`config.mk`:
```
export PLATFORM = sky130hd
export DESIGN_NAME = uart_transmitter
export DESIGN_NICKNAME = d
export VERILOG_FILES = /design/src/rtl/uart_transmitter.sv
export SDC_FILE = /design/constraint.sdc
export NUM_CORES = 1
export LEC_CHECK = 0
export ABC_AREA = 1
export CAP_MARGIN = 25
export CORE_MARGIN = 4
export CORE_UTILIZATION = 39
export DETAILED_ROUTE_END_ITERATION = 7
export GPL_TIMING_DRIVEN = 1
export PLACE_DENSITY = 0.57
export SYNTH_ARGS = -nofsm -noshare
export SYNTH_HDL_FRONTEND = slang
export SYNTH_SLANG_ARGS = --single-unit
```
`constraint.sdc`:
```
create_clock -name clk -period 1.7 [get_ports clk]
set_input_delay 0.17 -clock clk [delete_from_list [all_inputs] [get_ports clk]]
set_output_delay 0.17 -clock clk [all_outputs]
set_load 0.005 [all_outputs]
```
`src/rtl/uart_transmitter.sv`:
```
// UART transmitter: start bit, LSB-first data, optional parity bit, stop period.
// Bit timing comes from a shared 16x oversampling baud_sample_tick.
module uart_transmitter #(
    parameter int D_BIT      = 8,
    parameter int SB_TICK    = 16,
    parameter int PARITY_EN  = 0,
    parameter int PARITY_ODD = 0
) (
    input  logic             clk,
    input  logic             reset,
    input  logic             baud_sample_tick,
    input  logic             tx_start,
    input  logic [D_BIT-1:0] d_in,
    output logic             tx,
    output logic             tx_busy,
    output logic             tx_done
);

    typedef enum logic [2:0] {
        IDLE   = 3'd0,
        START  = 3'd1,
        DATA   = 3'd2,
        PARITY = 3'd3,
        STOP   = 3'd4
    } state_t;

    localparam logic [4:0] BIT_LAST  = 5'd15;
    localparam logic [4:0] STOP_LAST = 5'(SB_TICK - 1);
    localparam logic [2:0] N_LAST    = 3'(D_BIT - 1);
    localparam logic       ODD_SENSE = (PARITY_ODD != 0);

    state_t           state;
    logic [4:0]       s_count;
    logic [2:0]       n;
    logic [D_BIT-1:0] shreg;
    logic             par_bit;

    // tx is loaded with the value of the state being entered, so the pin
    // changes on the same edge as the state register.
    always_ff @(posedge clk or posedge reset) begin
        if (reset) begin
            state   <= IDLE;
            s_count <= '0;
            n       <= '0;
            shreg   <= '0;
            par_bit <= 1'b0;
            tx      <= 1'b1;
            tx_done <= 1'b0;
        end else begin
            tx_done <= 1'b0;
            case (state)
                IDLE: begin
                    tx <= 1'b1;
                    if (tx_start) begin
                        shreg   <= d_in;
                        par_bit <= (^d_in) ^ ODD_SENSE;
                        s_count <= '0;
                        state   <= START;
                        tx      <= 1'b0;
                    end
                end
                START: begin
                    tx <= 1'b0;
                    if (baud_sample_tick) begin
                        if (s_count == BIT_LAST) begin
                            s_count <= '0;
                            n       <= '0;
                            state   <= DATA;
                            tx      <= shreg[0];
                        end else begin
                            s_count <= s_count + 5'd1;
                        end
                    end
                end
                DATA: begin
                    tx <= shreg[0];
                    if (baud_sample_tick) begin
                        if (s_count == BIT_LAST) begin
                            s_count <= '0;
                            shreg   <= shreg >> 1;
                            if (n == N_LAST) begin
                                if (PARITY_EN != 0) begin
                                    state <= PARITY;
                                    tx    <= par_bit;
                                end else begin
                                    state <= STOP;
                                    tx    <= 1'b1;
                                end
                            end else begin
                                n  <= n + 3'd1;
                                tx <= shreg[1];
                            end
                        end else begin
                            s_count <= s_count + 5'd1;
                        end
                    end
                end
                PARITY: begin
                    tx <= par_bit;
                    if (baud_sample_tick) begin
                        if (s_count == BIT_LAST) begin
                            s_count <= '0;
                            state   <= STOP;
                            tx      <= 1'b1;
                        end else begin
                            s_count <= s_count + 5'd1;
                        end
                    end
                end
                STOP: begin
                    tx <= 1'b1;
                    if (baud_sample_tick) begin
                        if (s_count == STOP_LAST) begin
                            s_count <= '0;
                            state   <= IDLE;
                            tx_done <= 1'b1;
                        end else begin
                            s_count <= s_count + 5'd1;
                        end
                    end
                end
                default: begin
                    state   <= IDLE;
                    s_count <= '0;
                    tx      <= 1'b1;
                end
            endcase
        end
    end

    assign tx_busy = (state != IDLE);

endmodule
```
==> results of run 1 <==
[routing by layer]
metal  up-vias  part of all wire  track usage
met5         -                 0            0
met2        12              0.46        0.180
li1        696                 -            -
met3         2             0.025       0.0201
met4         0            0.0077       0.0447
met1       540              0.51        0.170
[cell families after synthesis]
| group | Yosys count |
|---|---|
| AND/OR/NAND/NOR | 143 |
| XOR/XNOR | 1 |
| flip-flops | 22 |
| adder cells (fa/ha/maj) | 3 |
| buffers and inverters | 28 |
| AO/OA/AOI/OAI | 16 |
[worst min path at each step]
| stage | from | end | slack (ps) | cells after the start |
|---|---|---|---|---|
| after global placement | n[1] | n[1] | 460 | 2 |
| after CTS | reset | n[1] | 240 | 3 |
| final | reset | n[1] | 230 | 3 |
| after floorplan | reset | n[0] | 160 | 1 |
| after detailed placement | par_bit | par_bit | 470 | 2 |
| after global routing | reset | s_count[4] | 280 | 3 |
[cell usage after synthesis]
library cell and instances:
inv_2 3, buf_6 1, a21oi_2 1, nor2_2 2
a21oi_1 1, nor2_1 11, buf_12 1, nand3b_1 1
o21ai_0 7, xnor2_1 1, inv_1 22, nand4_1 2
nand2_4 3, a31oi_1 1, ha_1 3, o21ai_1 4
nor2_8 1, o21ai_2 2, nand3_1 17, nand4_2 1
nand2_1 91, nor2_4 1, dfstp_2 1, buf_2 1
dfrtp_1 21, nand2_2 8, nand3_2 5
[critical path, cell delays in order, from the launching register on]
cell and delay [ps]:
dfrtp_2 500, nor2_4 180, nand2_2 70, clkdlybuf4s50_1 440
[power by group through the flow]
| stage | clock network, uW | logic (uW) | registers (uW) |
|---|---|---|---|
| after floorplan | 0 | 878 | 814 |
| after global placement | 0 | 1030 | 882 |
| after detailed placement | 0 | 1020 | 878 |
| after CTS | 508 | 1020 | 872 |
| after global routing | 538 | 1150 | 905 |
| final | 493 | 1010 | 879 |
[area by class of cell]
cell class	count	area, um2	share of cell area
clock inverter	1	30.0	0.0172
sequential	22	553	0.316
multi-input combinational	163	822	0.470
tap	48	60.1	0.0344
inverter	25	93.8	0.0537
timing repair buffer	15	148	0.0845
clock buffer	3	41.3	0.0236
[stage by stage]
step                power [uW]  instance area (um2)  utilization  setup WS (ps)  std cells
detailed placement        1900                 1670        0.453            235        273
global route              2590                 1750        0.474           24.6        277
CTS                       2400                 1740        0.473           10.3        277
floorplan                 1690                 1500            -            403        213
finish                    2380                 1750        0.474           79.1        277
global placement          1910                 1670        0.453            243        273
[sequential cells by signal, summed over array words and instances (netlist names)]
register	flops
shreg	8
s_count	5
n	3
state	3
par_bit	1
tx	1
tx_done	1
[repair_timing]
item                                    in CTS  in global routing
endpoints found under the hold margin        0                  0
endpoints found under the setup margin       1                  1
resized for setup                            1                  1
==> flow_summary.yaml, run 1 <==
logic_synthesis:
  synth.area.mux_share: 0
  synth.top_cell.area_share: 0.351
  synth_compound_area_frac: 0.0618
  synth_fa_ha_area_frac: 0.0250
  synth_simple_gate_area_share: 0.452
  synth_seq_area_share: 0.368
  synth.largest_area_cell: "dfrtp_1"
  netlist_area_mm2: 0.00150
  synth_warnings: 0
  yosys.cell_types.count: 27
  flop_and_latch_count_out_of_synthesis: 22
  synth_top_family_by_area: "simple AND/OR/NAND/NOR gates"
  synth.net_count: 228
  synth_cells: 213
  synth_area_leaders: "dfrtp_1, nand2_1, nand3_1, inv_1, nand2_2"
  synth-xor-area-share: 0.00584
  post_synth.cell_area_avg_um2: 7.04
layout:
  most_common_library_cell_in_the_layout_ignoring_fill_and_taps: "nand2_1"
  fin_nets: 245
  fillerInstances: 388
  synthToLayoutAreaGrowth_pct: 16.6
  post_route_cells_drive_above_1_share: 0.148
  most_frequent_cells_in_the_layout: "nand2_1, inv_1, dfrtp_1"
  antenna-diode-count: 0
pwr:
  intPower_uw: 1400
  worst_ir_drop_vdd_mv: 0.440
  p_per_area_mw_per_mm2: 1360
  power.switching_fraction: 0.413
  p_comb_frac: 0.424
  net-switching-power_uw: 984
  p_leak_uw: 0.000936
  power.share.clock: 0.207
  power.sequential.fraction: 0.369
clock_tree:
  cts_inserted_buffers: 3
  cts_hold_buf: 0
  clockBufferDepth: 2
  post_cts_buffers: 0
  cts_tree: "done"
  clock_latency_ps: 260
  clock-root-buffer: "clkbuf_8"
  numClockSinks: 22
  clk_transition_reported_paths_ps: 90
  cts-htree-levels: 1
setup_path:
  worstPathArrival_ps: 1450
  timing.critical_path.fanout_max: 7
  worst_ep_required_time_ps: 1530
  critical_path.endpoint: "tx_busy"
  cp-startpoint: "state[0]"
  start_kind: "flop"
  category_of_the_worst_setup_path_capture_point: "output port"
  worst_r2r_path_depth: 9
  timing.reg2reg.setup_slack_ps: 240
  r2r_start: "s_count[0]"
  criticalPathCategory: "reg -> out"
  rr_endpoint: "shreg[4]"
timing:
  final-setup-viol-count: 0
  post-route-min-period_ps: 1620
  post-route-period-util: 0.953
  finClkSkew_ps: 6.14
  maxClockFrequency_mhz: 617
  final_max_slew_viol_count: 0
  grt_setup_unrepaired: "false"
  maxSlewHeadroom: 0.782
  tightest_slew_ps: 327
  fin_tns_setup_ps: 0
  final-hold-violation-count: 0
  whs_ps: 229
global_route:
  grt_antenna_before_repair: 0
  gr-total-overflow: 0
  grt_pass1_wl_um: 4840
  via_count_of_the_first_global_routing_pass: 1076
  globalRouteTotalUtil: 0.120
  grt_max_degree: 23
routing:
  drt-vias-per-instance: 4.51
  drt.antenna.violating_nets: 0
  via_count: 1250
  route.detailed.drc: 0
  routedWlPerCell_um: 10.3
  wirelength_um: 2860
  detailedRoute.firstPassIterationCount: 4
  first_iter_violations: 99
floorplanning:
  core_box_area_mm2: 0.00369
  num_io_pins: 15
  dieWidth_um: 70.0
  starting_utilization_of_the_core_area: 0.406
  die_area_mm2: 0.00490
  fp-row-count: 22
  die_h_um: 70.0
worst_hold_path:
  worstHoldPathType: "in -> async"
place:
  dp.final_hpwl_um: 2200
  gp_congestion: 0.789
  place.port_buffers: 14
job:
  cap_violations: 0
run_status:
  result_of_the_run: "complete, no violations"
(Power assumes the default switching activity.)
==> inputs of run 2 (changes only) <==
- CTS_CLUSTER_SIZE: unset -> 20
==> results of run 2 <==
No change in the layout: final DEF, timing and power equal those of run 1.
